--- src/rtl/sayac_arb_pkg.sv ---
// Shared types and helpers for the SAYAC 8-way round-robin bus arbiter.
// Index i (0 = d1 ... 7 = d8) always corresponds to select/request bit 7-i.
package sayac_arb_pkg;

  localparam int NUM_REQ = 8;

  typedef enum logic [1:0] {
    IDLE = 2'd0,
    BUSY = 2'd1,
    GAP  = 2'd2
  } arb_state_e;

  function automatic logic [NUM_REQ-1:0] idx_to_onehot(input logic [2:0] idx);
    logic [NUM_REQ-1:0] oh;
    oh = '0;
    oh[3'd7 - idx] = 1'b1;
    return oh;
  endfunction

  function automatic logic [2:0] onehot_to_idx(input logic [NUM_REQ-1:0] oh);
    logic [2:0] idx;
    idx = '0;
    for (int k = 0; k < NUM_REQ; k++) begin
      if (oh[k]) idx = 3'(NUM_REQ - 1 - k);
    end
    return idx;
  endfunction

endpackage

--- src/rtl/rr_pick8.sv ---
// Combinational rotating priority encoder: first requesting index at or after
// ptr (mod 8) wins; request bit for index i is req[7-i].
module rr_pick8
  import sayac_arb_pkg::*;
(
  input  logic [NUM_REQ-1:0] req,
  input  logic [2:0]         ptr,
  output logic               any,
  output logic [2:0]         win_idx
);

  logic [2:0] cand;

  // NOTE: every always_comb output gets a default first, so no path can infer a latch.
  always_comb begin
    any     = 1'b0;
    win_idx = '0;
    cand    = '0;
    // Scan from the far end back toward ptr so the closest hit is the last write.
    for (int j = NUM_REQ - 1; j >= 0; j--) begin
      cand = ptr + 3'(j);
      if (req[3'd7 - cand]) begin
        any     = 1'b1;
        win_idx = cand;
      end
    end
  end

endmodule

--- src/rtl/sayac_bus_arbiter8.sv ---
// Round-robin arbiter for the SAYAC shared 16-bit, one-hot-select bus mux, with
// burst limit and optional turnaround gap. Optional urgent mask: SAYAC_ARB_URGENT_EN.
module sayac_bus_arbiter8
  import sayac_arb_pkg::*;
#(
  parameter int MAX_BURST  = 16,
  parameter int TURNAROUND = 0
) (
  input  logic               clk,
  input  logic               rst,
  input  logic [NUM_REQ-1:0] req,
`ifdef SAYAC_ARB_URGENT_EN
  input  logic [NUM_REQ-1:0] urgent,
`endif
  output logic [NUM_REQ-1:0] sel,
  output logic               grant_valid,
  output logic [2:0]         grant_id,
  output logic               handover
);

  localparam int CW = (MAX_BURST > 1) ? $clog2(MAX_BURST) : 1;
  localparam logic [CW-1:0] BURST_LAST = CW'((MAX_BURST > 0) ? MAX_BURST - 1 : 0);

  arb_state_e         state_q, state_d;
  logic [2:0]         ptr_q, ptr_d;
  logic [CW-1:0]      burst_cnt_q, burst_cnt_d;
  logic [NUM_REQ-1:0] sel_q, sel_d;
  logic               grant_valid_q, grant_valid_d;
  logic [2:0]         grant_id_q, grant_id_d;
  logic               handover_q, handover_d;

  logic [NUM_REQ-1:0] arb_req;
  logic [2:0]         pick_ptr;
  logic               pick_any;
  logic [2:0]         pick_idx;
  logic               burst_done;
  logic               release_bus;
  logic               do_arb;
  logic               go_gap;

`ifdef SAYAC_ARB_URGENT_EN
  logic [NUM_REQ-1:0] urgent_req;
  assign urgent_req = req & urgent;
  assign arb_req    = (|urgent_req) ? urgent_req : req;
`else
  assign arb_req = req;
`endif

  // Leaving BUSY searches from the slot after the outgoing owner in the same edge.
  assign pick_ptr    = (state_q == BUSY) ? grant_id_q + 3'd1 : ptr_q;
  assign burst_done  = (MAX_BURST != 0) && (burst_cnt_q == BURST_LAST);
  assign release_bus = !req[3'd7 - grant_id_q] || burst_done;

  rr_pick8 u_pick (
    .req     (arb_req),
    .ptr     (pick_ptr),
    .any     (pick_any),
    .win_idx (pick_idx)
  );

  always_comb begin
    state_d       = state_q;
    ptr_d         = ptr_q;
    burst_cnt_d   = burst_cnt_q;
    sel_d         = sel_q;
    grant_valid_d = grant_valid_q;
    grant_id_d    = grant_id_q;
    handover_d    = 1'b0;
    do_arb        = 1'b0;
    go_gap        = 1'b0;

    unique case (state_q)
      BUSY: begin
        if (release_bus) begin
          ptr_d = grant_id_q + 3'd1;
          if (TURNAROUND != 0) go_gap = 1'b1;
          else                 do_arb = 1'b1;
        end else if (burst_cnt_q != '1) begin
          burst_cnt_d = burst_cnt_q + 1'b1;
        end
      end
      default: do_arb = 1'b1;
    endcase

    if (do_arb && pick_any) begin
      state_d       = BUSY;
      sel_d         = idx_to_onehot(pick_idx);
      grant_valid_d = 1'b1;
      grant_id_d    = pick_idx;
      handover_d    = 1'b1;
      burst_cnt_d   = '0;
    end else if (do_arb || go_gap) begin
      state_d       = go_gap ? GAP : IDLE;
      sel_d         = '0;
      grant_valid_d = 1'b0;
      grant_id_d    = '0;
    end
  end

  // NOTE: sequential state uses non-blocking assignments so every flop samples pre-edge values.
  always_ff @(posedge clk) begin
    if (rst) begin
      state_q       <= IDLE;
      ptr_q         <= '0;
      burst_cnt_q   <= '0;
      sel_q         <= '0;
      grant_valid_q <= 1'b0;
      grant_id_q    <= '0;
      handover_q    <= 1'b0;
    end else begin
      state_q       <= state_d;
      ptr_q         <= ptr_d;
      burst_cnt_q   <= burst_cnt_d;
      sel_q         <= sel_d;
      grant_valid_q <= grant_valid_d;
      grant_id_q    <= grant_id_d;
      handover_q    <= handover_d;
    end
  end

  assign sel         = sel_q;
  assign grant_valid = grant_valid_q;
  assign grant_id    = grant_id_q;
  assign handover    = handover_q;

endmodule

--- config.mk ---
export PLATFORM = sky130hd
export DESIGN_NAME = sayac_bus_arbiter8
export DESIGN_NICKNAME = d
export VERILOG_FILES = /design/src/rtl/sayac_arb_pkg.sv /design/src/rtl/rr_pick8.sv /design/src/rtl/sayac_bus_arbiter8.sv
export SDC_FILE = /design/constraint.sdc
export NUM_CORES = 1
export LEC_CHECK = 0
export CAP_MARGIN = 25
export CELL_PAD_IN_SITES_DETAIL_PLACEMENT = 1
export CELL_PAD_IN_SITES_GLOBAL_PLACEMENT = 2
export CORE_UTILIZATION = 37
export DETAILED_ROUTE_END_ITERATION = 8
export HOLD_SLACK_MARGIN = 0.03
export PLACE_DENSITY_LB_ADDON = 0.05
export RECOVER_POWER = 100
export SYNTH_ARGS = -nofsm -noshare
export SYNTH_HDL_FRONTEND = slang
export SYNTH_SLANG_ARGS = --single-unit
--- constraint.sdc ---
create_clock -name clk -period 7.6 [get_ports clk]
set_clock_uncertainty 0.15 [all_clocks]
set_input_delay 1.52 -clock clk [delete_from_list [all_inputs] [get_ports clk]]
set_output_delay 1.52 -clock clk [all_outputs]
set_load 0.1 [all_outputs]
After elaboration in Yosys (flattened, before gate mapping) --
Index checks and enable logic that the tools add are counted.
Storage, ports and cells: output and inout port bits 13, register bits after elaboration 21, logic and storage cells 96, bits of input ports 10
Cells by class: add/subtract/negate cells 19, reduce and logical (&&, ||, !) cells 8, $lt $le $gt $ge 11, equality and inequality tests 2, mux-type cells 48, bitwise gates (word level) 1
Operator list (count):
- $lt A3 B4 Y1 const B | 10
- $mux W3 | 11
- $sub A3 B3 Y3 const A | 10
- $bmux W1 S3 | 9
- $mux W1 | 25
- $mux W8 | 2
- $add A3 B3 Y3 const B | 4
- $add A3 B1 Y3 const B | 2
- $add A3 B2 Y3 const B | 2
- $add A4 B1 Y4 const B | 1
- $eq A4 B4 Y1 const B | 1
- $ne A4 B4 Y1 const B | 1
- $demux W1 S3 | 1
- $ge A3 B1 Y1 const B | 1
- $reduce_and A3 Y1 | 1
- $logic_and A1 B1 Y1 | 2
- $reduce_and A2 Y1 | 1
- $reduce_bool A2 Y1 | 1
- $reduce_or A2 Y1 | 1
- $logic_not A1 Y1 | 1
- $logic_or A1 B1 Y1 | 1
- $not A1 Y1 | 1

Logic depth before layout (Yosys ltp) --
depth in word-level cells 20, depth in mapped cells 14, mapped depth without buffers 11

By module --
From an unflattened synthesis, not the netlist that was laid out.
Unflattened totals: cells, all modules 201, area, all modules 1785.5 µm²
Modules (own cells, without submodules):
- sayac_bus_arbiter8 | cells each 111, area an instance 1003.5 µm², times used 1, sequential area each 400.4 µm²
- rr_pick8 | cells each 90, area an instance 782.0 µm², times used 1, sequential area each 0.0 µm²

Worst setup path before layout --
No wires, ideal clock.
path kind reg-to-reg, start register grant_id_q[1] (netlist: grant_id[1]), end register sel_q[0] (netlist: sel[0]), library setup time 0.119 ns, clock period less this slack 4.565 ns, path slack 3.035 ns, required time 7.331 ns, arrival time 4.297 ns, path buffers 3, stages on the path, launching flop included 13, cells stage by stage dfxtp_1 > ha_1 > buf_2 > mux2i_1 > inv_1 > buf_2 > ha_1 > clkbuf_1 > mux4_1 > nand2b_1 > nand3_1 > mux2_4 > a32o_2
On the way: longest elaborated chain between the ends 20, elaborated cells on any way between the ends 65, those cells by class add/sub (18); order compare (2); mux (40); reduce/logical (5)
Ends and longest elaborated chain:
- from (decl) | RTL line sayac_bus_arbiter8.sv:29 | logic [2:0] grant_id_q, grant_id_d;
- from (signal assigned) | RTL line sayac_bus_arbiter8.sv:116 | grant_id_q <= grant_id_d;
- $add A3 B1 Y3 | RTL line sayac_bus_arbiter8.sv:50 | assign pick_ptr = (state_q == BUSY) ? grant_id_q + 3'd1 : ptr_q;
- $mux W3 | RTL line sayac_bus_arbiter8.sv:50
- $add A3 B3 Y3 | RTL line rr_pick8.sv:21 | cand = ptr + 3'(j);
- $sub A3 B3 Y3 | RTL line rr_pick8.sv:22 | if (req[3'd7 - cand]) begin
- $bmux W1 S3 | RTL line rr_pick8.sv:22
- $mux W1 (implied by the code) | RTL line rr_pick8.sv:22
- $mux W3 (8 in a row) | RTL line rr_pick8.sv:22
- $sub A3 B3 Y3 | RTL line sayac_arb_pkg.sv:16 | oh[3'd7 - idx] = 1'b1;
- $lt A3 B4 Y1 (implied by the code) / $ge A3 B1 Y1 (equally long branches) | RTL line sayac_arb_pkg.sv:16
- $logic_and A1 B1 Y1 (implied by the code) | RTL line sayac_arb_pkg.sv:16
- $mux W1 (implied by the code) | RTL line sayac_arb_pkg.sv:16
- $demux W1 S3 | RTL line sayac_arb_pkg.sv:16
- $mux W8 | RTL line sayac_bus_arbiter8.sv:85 | if (do_arb && pick_any) begin
- to (signal assigned) | RTL line sayac_bus_arbiter8.sv:114 | sel_q <= sel_d;
- to (decl) | RTL line sayac_bus_arbiter8.sv:27 | logic [NUM_REQ-1:0] sel_q, sel_d;
Parallel ways exist; a longest one is shown, timed or not. The select of a mux whose other input is x is not followed. A chain may end at the register's enable or synchronous reset.

Final worst setup path --
start register grant_id_q[0] (netlist: grant_id[0]), end register sel_q[5] (netlist: sel[5])
The elaborated chain is that of the path after synthesis.

==> impl_results.md <==
* Status: finished clean
* R2R setup slack at 2980 ps
* Worst-path clk slew at 70 ps
* Async set or reset register ratio after synthesis at 0
* Die Ht at 74.5 um
* H-tree depth at 1
* Worst R2R End: sel[5]
* DRT met1 WL at 2610 um
* Synth Warn # at 0
* First-pass GRT wire length at 9670 um
* Post-Syn Area at 1940 sq um
* Initial antenna violation count at 0
* CP Max Fanout at 13
* RSZ-0062 raised after global routing: no
* Clock buffer count from CTS at 3
* Total Nets Final at 246
* Routed vias at 1794
* Hold_buf cts at 0
* Tmin final at 4620 ps
* # rows at 26
* Dpl ws at 3100 ps
* Die X at 74.5 um
* Slew @ Worst Pin at 1080 ps
* Worst min path class: reg -> reg
* Clock Sinks at 20
* Number of synthesized register bits at 20
* Worst hold endpoint: sel[7]
* Area after DPL at 2180 sq um
* Post-Route Setup TNS at 0 ps
* CP arrival at 4670 ps
* R2R Path Start: grant_id[0]
* Largest net degree at the start of global routing at 19
* Met3 WL post-DR at 160 um
* Main synth FF type: dfxtp_1
* FMAX at 216 MHz
* Via density per instance at 5.96
* Most common cell in the netlist: mux2i_1
* Worst-skew pair later-pin latency at 260 ps
* CTS Root Cell: clkbuf_8
* ANT nets after route at 0
* Syn Nets at 231
* Final worst path period share at 0.608
* Total power at 0.000980 W
* Register area share after synthesis at 0.206
* Ports at 23
* Top Layer Used: met4
* Drt wl/cell at 19.3 um
* Power Density at 446 nW/um^2
* CP startpoint kind: flip-flop
* RePlAce Congestion at 0.839
* Buffer levels on the longest clock path at 2
* Top-area cell type share of the netlist area at 0.206
* Max-slew violation count at 0
* Setup Fix Bufs, Post-CTS at 0
* FILL cells at 613
* Starting density of the core at 0.383
* CP required at 7650 ps
* Max Cap Viol at 0
* Hold Path Stages at 1
* Fin. Hold Viols at 0
* Ant. Diodes at 0
* Hold Startpoint: sel[7]
* Initial DRT Pass Iterations at 6
* Layout cells sized above 1 at 0.108
* Detail Placement HPWL at 4740 um
* Drt initial violations at 82
* Commonest cells in the netlist: 22 x mux2i_1, 20 x dfxtp_1, 17 x nor2_1
* FF-to-FF path depth at 11
* Total Wirelength at 5800 um
* Total track usage at 0.229
* Final setup vio count at 0
* Leak Pwr at 0.882 nW
* Crit Path Category: reg -> reg
* Cts repair resizes at 0
* Largest area contributor in the netlist: dfxtp_1
* CTS tree: built
* Vias in the first global route at 1882
* Mean area per synthesized cell at 8.91 sq um
* Mapped Cells at 218
* Endpoint class of the critical path: flip-flop
* Port Buffers at 22
* Core ar. at 5070 sq um
* Number of synthesized flops with an enable pin at 0
* Netlist cell types at 62
* DR WL met2 at 2910 um
* Setup WS post-layout at 2980 ps
* Area Growth Syn to Fin at 13.1%
* VDD IR max at 0.210 mV
* GRT overflow at 0
* DRC at 0
* Max-slew headroom at 0.278
* Design area at 2200 sq um
* Die footprint at 5550 sq um
* Top cells by area, synth: dfxtp_1 21%, mux2i_1 11%, mux4_2 4.6%
==> where the power goes <==
part           internal (W)  switching, W
logic              0.000257      0.000487
clock network     0.0000353     0.0000323
registers          0.000133     0.0000353
total              0.000425      0.000554
==> cell type report <==
| class | count | area [sq um] | area share |
|---|---|---|---|
| flip-flops and latches | 20 | 400 | 0.182 |
| multi-input cells | 179 | 1420 | 0.646 |
| well taps | 70 | 87.6 | 0.0399 |
| clock buffers | 3 | 41.3 | 0.0188 |
| inverters | 7 | 28.8 | 0.0131 |
| repair buffers | 22 | 220 | 0.100 |
==> stage by stage <==
| step | std cells | hold WS (ps) | util |
|---|---|---|---|
| 2_1_floorplan | 218 | 359 | - |
| 3_3_place_gp | 298 | 303 | 0.430 |
| 3_5_place_dp | 298 | 310 | 0.430 |
| 4_1_cts | 301 | 329 | 0.438 |
| 5_1_grt | 301 | 349 | 0.433 |
| 6_report | 301 | 317 | 0.433 |
==> sequential cells by signal (all words and copies together), names as in the netlist <==
| name | cells |
|---|---|
| handover | 1 |
| state_q | 1 |
| grant_id | 3 |
| ptr_q | 3 |
| sel | 8 |
| burst_cnt_q | 4 |
==> cells by family after synthesis <==
family | Yosys count | share of synthesized area
compound gates | 62 | 0.243
xor+xnor | 8 | 0.0496
fa+ha+maj | 3 | 0.0193
buf+inv | 19 | 0.0509
flops | 20 | 0.206
mux | 35 | 0.227
simple gates | 71 | 0.205
==> routing by layer <==
layer,GRT usage,vias up
met2,0.401,28
met4,0.0755,0
met1,0.299,892
met3,0.0136,9
met5,0,-
li1,-,865
==> worst max-delay path, cell delays in order, from the launching register on <==
cell	delay, ps
dfxtp_1	580
ha_1	420
mux2i_1	580
inv_1	400
ha_1	540
a21oi_1	190
nor4_1	80
nor3_1	190
or4_1	170
nor3b_1	470
nor3b_1	530
a32o_1	240
==> cell usage in the layout, fill, tap and decap left out, drive strengths merged, types with 3 or more instances in the layout <==
cell	instances
a21boi	3
a21oi	11
a32o	8
and2	6
clkbuf	3
clkdlybuf4s50	8
dfxtp	20
dlygate4sd3	14
ha	3
inv	7
mux2	7
mux2i	23
mux4	5
nand2	14
nand2b	5
nand3	8
nor2	18
nor3	6
nor3b	3
o21a	3
o21ai	10
xnor2	6
==> how the worst max path moves through the flow <==
stage | end | start | slack [ps] | cells past startpoint
finish | sel[5] | grant_id[0] | 2980 | 11
global route | sel[7] | grant_id[0] | 2520 | 11
CTS | sel[5] | grant_id[0] | 3070 | 11
detailed placement | sel[5] | grant_id[0] | 3100 | 11
global placement | sel[1] | req[6] | 3150 | 9
floorplan | sel[0] | grant_id[1] | 3030 | 12
(Power assumes the default switching activity.)
